## src/rtl/pru_sync_barrier_if.sv

```systemverilog
// Signal bundle between the PE array / sequencer and the N-channel sync barrier.
// The sequencer side drives configuration and arrivals; the barrier side reports release and status.
interface pru_sync_barrier_if #(
    parameter int N_PE      = 4,
    parameter int TIMEOUT_W = 16
);
    localparam int CNT_W = $clog2(N_PE + 1);

    logic [N_PE-1:0]      cfg_mask;
    logic [TIMEOUT_W-1:0] cfg_timeout;
    logic [N_PE-1:0]      arrive;
    logic                 clear_err;
    logic                 release_o;
    logic [N_PE-1:0]      release_vec_o;
    logic [N_PE-1:0]      waiting_o;
    logic [CNT_W-1:0]     arr_cnt_o;
    logic                 gen_o;
    logic                 busy_o;
    logic                 timeout_err_o;
    logic                 spurious_o;

    modport master (
        output cfg_mask, cfg_timeout, arrive, clear_err,
        input  release_o, release_vec_o, waiting_o, arr_cnt_o,
               gen_o, busy_o, timeout_err_o, spurious_o
    );

    modport slave (
        input  cfg_mask, cfg_timeout, arrive, clear_err,
        output release_o, release_vec_o, waiting_o, arr_cnt_o,
               gen_o, busy_o, timeout_err_o, spurious_o
    );
endinterface

```

## src/rtl/pru_sync_barrier.sv

```systemverilog
// N-channel hardware barrier: collects masked PE arrivals per epoch and issues one release pulse,
// with epoch parity, a timeout watchdog and sticky error flags.
module pru_sync_barrier #(
    parameter int N_PE      = 4,
    parameter int TIMEOUT_W = 16
) (
    input  logic                clk,
    input  logic                rst,
    pru_sync_barrier_if.slave   bus
);
    localparam int CNT_W = $clog2(N_PE + 1);

    localparam logic [1:0] ST_IDLE    = 2'd0;
    localparam logic [1:0] ST_COLLECT = 2'd1;
    localparam logic [1:0] ST_RELEASE = 2'd2;
    localparam logic [1:0] ST_ERROR   = 2'd3;

    function automatic logic [CNT_W-1:0] popcount(input logic [N_PE-1:0] v);
        logic [CNT_W-1:0] c;
        c = '0;
        for (int i = 0; i < N_PE; i++) begin
            c = c + {{(CNT_W-1){1'b0}}, v[i]};
        end
        return c;
    endfunction

    logic [1:0]           state_r, state_nxt_s;
    logic [N_PE-1:0]      mask_r, mask_nxt_s;
    logic [N_PE-1:0]      arrived_r, arrived_nxt_s;
    logic [TIMEOUT_W-1:0] timer_r, timer_nxt_s;
    logic                 release_r, gen_r, busy_r, timeout_err_r, spurious_r;
    logic [N_PE-1:0]      release_vec_r;
    logic [N_PE-1:0]      mask_sel_s, hit_s, acc_s;
    logic [TIMEOUT_W:0]   timer_inc_s;
    logic                 timeout_hit_s, timeout_set_s, spur_evt_s;

    // The epoch mask is frozen while collecting; otherwise arrivals open an epoch under cfg_mask.
    assign mask_sel_s    = (state_r == ST_COLLECT) ? mask_r : bus.cfg_mask;
    assign hit_s         = bus.arrive & mask_sel_s;
    assign acc_s         = arrived_r | hit_s;
    assign timer_inc_s   = {1'b0, timer_r} + {{TIMEOUT_W{1'b0}}, 1'b1};
    assign timeout_hit_s = (bus.cfg_timeout != {TIMEOUT_W{1'b0}}) &&
                           (timer_inc_s >= {1'b0, bus.cfg_timeout});

    // Next-state, epoch bookkeeping and spurious-arrival detection.
    always_comb begin
        state_nxt_s   = state_r;
        mask_nxt_s    = mask_r;
        arrived_nxt_s = arrived_r;
        timer_nxt_s   = timer_r;
        timeout_set_s = 1'b0;
        spur_evt_s    = 1'b0;
        case (state_r)
            ST_IDLE, ST_RELEASE: begin
                spur_evt_s = |(bus.arrive & ~bus.cfg_mask);
                if (hit_s == {N_PE{1'b0}}) begin
                    state_nxt_s   = ST_IDLE;
                    arrived_nxt_s = {N_PE{1'b0}};
                end else begin
                    mask_nxt_s    = bus.cfg_mask;
                    arrived_nxt_s = hit_s;
                    timer_nxt_s   = {TIMEOUT_W{1'b0}};
                    state_nxt_s   = (hit_s == bus.cfg_mask) ? ST_RELEASE : ST_COLLECT;
                end
            end
            ST_COLLECT: begin
                spur_evt_s    = |(bus.arrive & ~mask_r) | |(bus.arrive & arrived_r);
                arrived_nxt_s = acc_s;
                timer_nxt_s   = (&timer_r) ? timer_r : timer_inc_s[TIMEOUT_W-1:0];
                // Completion beats a watchdog expiry in the same cycle.
                if (acc_s == mask_r) begin
                    state_nxt_s = ST_RELEASE;
                end else if (timeout_hit_s) begin
                    state_nxt_s   = ST_ERROR;
                    timeout_set_s = 1'b1;
                end else begin
                    state_nxt_s = ST_COLLECT;
                end
            end
            ST_ERROR: begin
                if (bus.clear_err) begin
                    state_nxt_s   = ST_IDLE;
                    arrived_nxt_s = {N_PE{1'b0}};
                end else begin
                    state_nxt_s = ST_ERROR;
                end
            end
            default: begin
                state_nxt_s   = ST_IDLE;
                arrived_nxt_s = {N_PE{1'b0}};
            end
        endcase
    end

    // State and registered outputs; release outputs are pre-decoded from the next state.
    always_ff @(posedge clk) begin
        if (rst) begin
            state_r       <= ST_IDLE;
            mask_r        <= {N_PE{1'b0}};
            arrived_r     <= {N_PE{1'b0}};
            timer_r       <= {TIMEOUT_W{1'b0}};
            release_r     <= 1'b0;
            release_vec_r <= {N_PE{1'b0}};
            gen_r         <= 1'b0;
            busy_r        <= 1'b0;
            timeout_err_r <= 1'b0;
            spurious_r    <= 1'b0;
        end else begin
            state_r       <= state_nxt_s;
            mask_r        <= mask_nxt_s;
            arrived_r     <= arrived_nxt_s;
            timer_r       <= timer_nxt_s;
            release_r     <= (state_nxt_s == ST_RELEASE);
            release_vec_r <= (state_nxt_s == ST_RELEASE) ? mask_nxt_s : {N_PE{1'b0}};
            gen_r         <= gen_r ^ (state_r == ST_RELEASE);
            busy_r        <= (state_nxt_s != ST_IDLE);
            if ((state_r == ST_ERROR) && bus.clear_err) begin
                timeout_err_r <= 1'b0;
            end else if (timeout_set_s) begin
                timeout_err_r <= 1'b1;
            end else begin
                timeout_err_r <= timeout_err_r;
            end
            spurious_r    <= (spurious_r & ~bus.clear_err) | spur_evt_s;
        end
    end

    assign bus.release_o     = release_r;
    assign bus.release_vec_o = release_vec_r;
    assign bus.waiting_o     = arrived_r;
    assign bus.arr_cnt_o     = popcount(arrived_r);
    assign bus.gen_o         = gen_r;
    assign bus.busy_o        = busy_r;
    assign bus.timeout_err_o = timeout_err_r;
    assign bus.spurious_o    = spurious_r;
endmodule
```

## src/flat_wrapper.sv

```systemverilog
// flat-port wrapper written by rule: the top's interface ports become plain ports
module pru_sync_barrier_flat 
#(
    parameter int N_PE      = 4,
    parameter int TIMEOUT_W = 16
)
  (clk, rst, bus_cfg_mask, bus_cfg_timeout, bus_arrive, bus_clear_err, bus_release_o, bus_release_vec_o, bus_waiting_o, bus_arr_cnt_o, bus_gen_o, bus_busy_o, bus_timeout_err_o, bus_spurious_o);
  pru_sync_barrier_if #(.N_PE(N_PE), .TIMEOUT_W(TIMEOUT_W)) bus_i ();
  input  logic clk;
  input  logic rst;
  input wire logic [$bits(bus_i.cfg_mask)-1:0] bus_cfg_mask;
  input wire logic [$bits(bus_i.cfg_timeout)-1:0] bus_cfg_timeout;
  input wire logic [$bits(bus_i.arrive)-1:0] bus_arrive;
  input wire logic [$bits(bus_i.clear_err)-1:0] bus_clear_err;
  output wire logic [$bits(bus_i.release_o)-1:0] bus_release_o;
  output wire logic [$bits(bus_i.release_vec_o)-1:0] bus_release_vec_o;
  output wire logic [$bits(bus_i.waiting_o)-1:0] bus_waiting_o;
  output wire logic [$bits(bus_i.arr_cnt_o)-1:0] bus_arr_cnt_o;
  output wire logic [$bits(bus_i.gen_o)-1:0] bus_gen_o;
  output wire logic [$bits(bus_i.busy_o)-1:0] bus_busy_o;
  output wire logic [$bits(bus_i.timeout_err_o)-1:0] bus_timeout_err_o;
  output wire logic [$bits(bus_i.spurious_o)-1:0] bus_spurious_o;
  assign bus_i.cfg_mask = bus_cfg_mask;
  assign bus_i.cfg_timeout = bus_cfg_timeout;
  assign bus_i.arrive = bus_arrive;
  assign bus_i.clear_err = bus_clear_err;
  assign bus_release_o = bus_i.release_o;
  assign bus_release_vec_o = bus_i.release_vec_o;
  assign bus_waiting_o = bus_i.waiting_o;
  assign bus_arr_cnt_o = bus_i.arr_cnt_o;
  assign bus_gen_o = bus_i.gen_o;
  assign bus_busy_o = bus_i.busy_o;
  assign bus_timeout_err_o = bus_i.timeout_err_o;
  assign bus_spurious_o = bus_i.spurious_o;
  pru_sync_barrier #(.N_PE(N_PE), .TIMEOUT_W(TIMEOUT_W)) u_core (.clk(clk), .rst(rst), .bus(bus_i));
endmodule
```

## config.mk

```make
export PLATFORM = sky130hd
export DESIGN_NAME = pru_sync_barrier_flat
export DESIGN_NICKNAME = d
export VERILOG_FILES = /design/src/rtl/pru_sync_barrier_if.sv /design/src/rtl/pru_sync_barrier.sv /design/src/flat_wrapper.sv
export SDC_FILE = /design/constraint.sdc
export NUM_CORES = 1
export LEC_CHECK = 0
export CORE_UTILIZATION = 25
export CTS_BUF_LIST = sky130_fd_sc_hd__clkbuf_8
export DETAILED_ROUTE_END_ITERATION = 10
export GPL_TIMING_DRIVEN = 0
export PLACE_DENSITY_LB_ADDON = 0.2
export RECOVER_POWER = 100
export SLEW_MARGIN = 20
export SYNTH_ARGS = -nofsm -noshare
export SYNTH_HDL_FRONTEND = slang
export SYNTH_SLANG_ARGS = --single-unit
```

## constraint.sdc

```tcl
create_clock -name clk -period 4.88 [get_ports clk]
set_input_delay 0.732 -clock clk [delete_from_list [all_inputs] [get_ports clk]]
set_output_delay 0.732 -clock clk [all_outputs]
set_load 0.05 [all_outputs]
```

* Word-level counts from Yosys, hierarchy flattened
Index checks and enable logic that the tools add are counted.
** Storage, ports and cells
- Register bits after elaboration :: 35
- Output and inout bits :: 16
- Logic and storage cells :: 71
- Bits of input ports :: 27
** Operators by class
- Reductions and logical operators :: 15
- Eq/ne operators :: 9
- Multiplexer cells :: 19
- Add/sub/neg operators :: 4
- Bitwise operators :: 13
- $lt $le $gt $ge :: 1
** Operators by type and width (number)
- 16-bit two-way mux :: 2
- 16-bit one-hot mux with 2 select lines :: 1
- 4-bit two-way mux :: 5
- 16-bit by 1-bit adder with 17-bit output (second input constant) :: 1
- 17-bit by 16-bit >= comparator with 1-bit output :: 1
- 4-bit bitwise AND :: 4
- 16-bit AND reduction :: 1
- 16-bit nonzero test :: 1
- 4-bit one-hot mux with 3 select lines :: 1
- 4-bit OR reduction :: 3
- 2-bit two-way mux :: 5
- 4-bit == test :: 2
- 4-bit inverter :: 2
- 3-bit by 1-bit adder with 3-bit output :: 2
- 2-bit == test (second input constant) :: 3
- 2-bit != test (second input constant) :: 3
- 2-bit one-hot mux with 3 select lines :: 1
- 2-bit OR reduction :: 3
- 4-bit logical NOT :: 1
- 4-bit OR :: 1
- 2-bit nonzero test :: 2
- 1-bit two-way mux :: 3
- 3-bit AND reduction :: 1
- 1-bit by 1-bit adder with 2-bit output :: 1
- 8 further kinds :: 11

* Logic depth before layout (Yosys ltp)
- Depth in word-level cells :: 10
- Depth in mapped cells :: 13
- Gate-level depth less buffers :: 12

* Least setup slack after synthesis
No wires, ideal clock.
- Path kind :: register to output
- From :: register u_core.arrived_r[1], in the netlist u_core.bus.waiting_o[1]
- To :: output port bus_arr_cnt_o[1]
- Slack :: 2.222 ns
- Cell stages (with the launch flop) :: 4
- Path buffers :: 0
- Required time :: 4.148 ns
- Data arrival time :: 1.926 ns
- Cells stage by stage :: dfxtp_1 > ha_1 > fa_1 > ha_1
** Between the ends
- Cells in the longest elaborated chain, start to end :: 3
** RTL lines
- from (decl) :: line pru_sync_barrier.sv:29 : logic [N_PE-1:0] arrived_r, arrived_nxt_s;
- from (signal assigned) :: line pru_sync_barrier.sv:100 : arrived_r <= {N_PE{1'b0}};
- from (signal assigned) :: line pru_sync_barrier.sv:111 : arrived_r <= arrived_nxt_s;
- 1-bit by 1-bit adder with 2-bit output :: line pru_sync_barrier.sv:22 : c = c + {{(CNT_W-1){1'b0}}, v[i]};
- 3-bit by 1-bit adder with 3-bit output (2 in a row) :: line pru_sync_barrier.sv:22
- to (decl) :: line flat_wrapper.sv:18 : output wire logic [$bits(bus_i.arr_cnt_o)-1:0] bus_arr_cnt_o;
Every way passes these cells.

* Final worst setup path
- From :: register u_core.timer_r[0]
- To :: register u_core.timeout_err_r, in the netlist u_core.bus.timeout_err_o
** Between the ends
- Cells in the longest elaborated chain, start to end :: 6
** RTL lines
- from (decl) :: line pru_sync_barrier.sv:30 : logic [TIMEOUT_W-1:0] timer_r, timer_nxt_s;
- from (signal assigned) :: line pru_sync_barrier.sv:101 : timer_r <= {TIMEOUT_W{1'b0}};
- from (signal assigned) :: line pru_sync_barrier.sv:112 : timer_r <= timer_nxt_s;
- 16-bit by 1-bit adder with 17-bit output :: line pru_sync_barrier.sv:41 : assign timer_inc_s = {1'b0, timer_r} + {{TIMEOUT_W{1'b0}}, 1'b1};
- 17-bit by 16-bit >= comparator with 1-bit output :: line pru_sync_barrier.sv:43 : (timer_inc_s >= {1'b0, bus.cfg_timeout});
- 1-bit logical AND :: line pru_sync_barrier.sv:42 : assign timeout_hit_s = (bus.cfg_timeout != {TIMEOUT_W{1'b0}}) &&
- 1-bit two-way mux :: line pru_sync_barrier.sv:73 : end else if (timeout_hit_s) begin
- 1-bit two-way mux :: line pru_sync_barrier.sv:71 : if (acc_s == mask_r) begin
- 1-bit two-way mux :: line pru_sync_barrier.sv:53 : case (state_r)
- to (signal assigned) :: line pru_sync_barrier.sv:122 : timeout_err_r <= timeout_err_r;
- to (decl) :: line pru_sync_barrier.sv:31 : logic release_r, gen_r, busy_r, timeout_err_r, spurious_r;
Every way passes these cells.
A chain may end at the register's enable or synchronous reset.

==> impl_results.rst <==
.. list-table::
   :header-rows: 1

   * - Metric
     - Value
   * - Synth warn
     - 0
   * - Area occupied by multi-input gates
     - 1534 um2
   * - Total of max-cap violations
     - 0
   * - Maximum buffer depth of the clock tree
     - 2
   * - Number of setup buffers added after CTS
     - 0
   * - Post-CTS resize count
     - 0
   * - Final Critical Period
     - ~3500 ps
   * - Total Negative Setup Slacks
     - 0 ps
   * - FF+latch count, synth
     - 35
   * - Count of endpoints failing hold in the final timing report
     - 0
   * - Synthesized net count
     - approximately 360
   * - Register area
     - 700.7 um2
   * - Total number of vias
     - ~2.4k
   * - Maximum number of pins on one net before global-route repair
     - 11
   * - Global router's overall resource usage
     - 0.1457
   * - CP Cell Sequence
     - ha_1, nand3_1, nor3_1, nand3_1, xnor2_1, ha_1, nand4_1, or2_2, o211ai_1, a32o_1
   * - Vias in the first global route
     - 2370
   * - Initial Util
     - 0.2619
   * - Maximum VDD drop
     - 0.1237 mV
   * - Final net count
     - ~410
   * - Mean routed wirelength per cell
     - 14.17 um
   * - Crit end category
     - flop
   * - Slew of the pin with the lowest slew margin
     - 1103 ps
   * - Largest cells by area after synthesis
     - dfxtp_1 (28%), ha_1 (9.6%), a21oi_1 (7.9%)
   * - Share of Yosys cell area claimed by the top area cell type
     - 0.2841
   * - GPL Wtd Cong
     - about 0.83
   * - Fraction of final layout cells sized beyond drive strength 1
     - 0.06371
   * - Sum of overflow across all layers after global routing
     - 0
   * - Cells after Synth
     - 311
   * - Worst min-delay path class
     - flop to flop
   * - Finish-stage setup viols
     - 0
   * - Initial DRC count
     - between 100 and 150
   * - Power density over cell area
     - a little under 300 nW/um2
   * - Number of sinks handled by clock tree synthesis
     - 35
   * - Final critical-path share of the clock period
     - 0.7258
   * - Worst-path cell with the longest stage delay
     - nor3_1
   * - WS Path Type
     - flop to flop
   * - Main synth FF type
     - dfxtp_1
   * - HPWL after detailed placement
     - 5450 um
   * - Sequential fraction of the synthesis area
     - 0.2841
   * - Leakage power total
     - approximately 1.3 nW
   * - Number of flops mapped to enable cells by yosys
     - 0
   * - Finished Cell Area
     - 3098 um2
   * - Post-DRT Antenna Nets
     - 0
   * - Most common cell after layout, fill and taps aside
     - a21oi_1
   * - Delay of the slowest cell on the worst path
     - roughly 900 ps
   * - Standard-cell rows
     - 35
   * - Distinct cell type count after synthesis
     - 54
   * - Power after layout
     - slightly above 0.9 mW
   * - Number of buffers created by CTS
     - 5
   * - RSZ-0062 raised after global routing
     - false
   * - Number of max-slew violations in the final report
     - 0
   * - Clock tree from TritonCTS
     - done
   * - Worst skew pair latency
     - between 200 and 300 ps
   * - Drt total wl
     - around 6900 um
   * - Wire length of the first global-routing pass
     - 11510 um
   * - Initial antenna violation count
     - 0
   * - Most area-hungry cell type in the Yosys netlist
     - dfxtp_1
   * - H-tree levels
     - 2
   * - I/O pin cnt
     - 43
   * - Chip Height
     - about 100 um
   * - Required time at the endpoint of the critical path
     - just over 5000 ps
   * - Master cell of the clock root buffer
     - clkbuf_8
   * - Result of the run
     - finished clean
   * - DRT Pass-1 Iters
     - 4
   * - Placed Instance Area
     - 3048 um2
   * - Average vias per placed instance
     - about 4.9
   * - Synth Cell Area
     - between 2000 and 2500 um2
   * - Arr. time, crit path
     - ~3800 ps
   * - Chip Width
     - approximately 100 um
   * - Core area
     - 9415 um2
   * - Port Buffers
     - 42
   * - Post-route DRC violation count
     - 0
   * - Area delta synth->final
     - 25.62%
   * - Async set-reset flop share out of synthesis
     - 0
   * - Syn_area_per_cell
     - 7.930 um2
   * - Die area
     - ~10000 um2
   * - Worst-path clk slew
     - 70 ps
   * - Highest-count cells in the layout ignoring fill and taps
     - a21oi_1 (39), inv_1 (36), dfxtp_1 (35), nor2_1 (27), clkdlybuf4s50_1 (24)
   * - Count of antenna diodes in the layout
     - 0
   * - Slew headroom
     - 0.2593
   * - Number of buffers added to fix hold violations after cts
     - 0
   * - Count of fill cells added during filler insertion
     - approximately 1.0k
   * - Critical Path Source Type
     - flop
   * - Max Fclk
     - roughly 280 MHz
   * - Worst-path maximum fanout
     - 9
   * - Setup Skew
     - approximately 4.3 ps
[metal layers]
metal	vias to the layer above	part of all wire	wire, um	GRT usage
li1	1232	-	-	-
met1	1112	0.49	3410	0.1944
met2	49	0.45	3155	0.2360
met3	8	0.042	294	0.02830
met4	0	0.012	82	0.04682
met5	-	0	0	0
[flip-flops by register name, indices dropped and copies added (netlist names)]
| name | cells |
|---|---|
| u_core.timer_r | 16 |
| u_core.bus.release_vec_o | 4 |
| u_core.bus.waiting_o | 4 |
| u_core.mask_r | 4 |
| u_core.state_r | 2 |
| u_core.bus.busy_o | 1 |
| u_core.bus.gen_o | 1 |
| u_core.bus.release_o | 1 |
| u_core.bus.spurious_o | 1 |
| u_core.bus.timeout_err_o | 1 |
[cells by family after synthesis]
family / count (synthesis) / share of synthesized area
multiplexers: 2 / 0.008118
adder cells (fa/ha/maj): 20 / 0.1045
buffers and inverters: 49 / 0.08624
flip-flops: 35 / 0.2841
AND/OR/NAND/NOR: 89 / 0.1913
AO/OA/AOI/OAI: 102 / 0.2760
XOR/XNOR: 14 / 0.04972
[final cells by class]
type                    count  share of cell area
inverters                  34             0.04120
well taps                 129             0.05210
multi-input cells         227              0.4952
flip-flops and latches     35              0.2262
repair buffers             42              0.1357
clock inverters             3            0.004039
clock buffers               5             0.02221
plain buffers              15             0.02342
[power breakdown]
group	internal, mW	switching, mW
Combinational	0.130	0.251
Clock	0.0960	0.106
Sequential	0.310	0.0246
[worst max-delay path, delay by kind of cell (launching register included)]
kind                       cells  cell delay [ps]
and+or+nand+nor                5             1680
xor gates and xnor gates       1              200
adders and majority gates      2              650
AOI/OAI and AO/OA              2              500
DFF                            1              470
[path summary, 6_finish.rpt]
check	startpoint	endpoint	slack, ps	cells past startpoint
setup / recovery	u_core.timer_r[0]	u_core.bus.timeout_err_o	1340	10
hold / removal	u_core.bus.gen_o	u_core.bus.gen_o	500	2
setup reg to reg	u_core.timer_r[0]	u_core.bus.timeout_err_o	1340	10
hold reg to reg	u_core.bus.gen_o	u_core.bus.gen_o	500	2
[cell usage after synthesis (3+ instances only)]
cell and number:
inv_1 34, xnor2_1 9, nor2_1 27, dfxtp_1 35, clkbuf_1 4, buf_2 5
a21oi_1 39, o31ai_1 3, xor2_1 5, nor3_1 4, a211oi_2 5, or3_1 3
nand4_1 5, nor4_1 5, nand2_1 15, nand3_1 10, ha_1 19, o21ai_0 10
o22ai_1 4, and3_1 5, nand4b_1 3, a31oi_1 9, a211oi_1 7, a22oi_1 5
[through the flow]
stage          setup slack [ps]  utilization  std cells  hold slack [ps]
2_1_floorplan              2222            -        311            475.0
3_3_place_gp               1818       0.3237        482            486.8
3_5_place_dp               1811       0.3237        482            482.5
4_1_cts                    1648       0.3324        490            503.8
5_1_grt                   884.1       0.3290        490            519.4
6_report                   1338       0.3290        490            501.5
No activity file was read; power rests on OpenSTA's default activity.
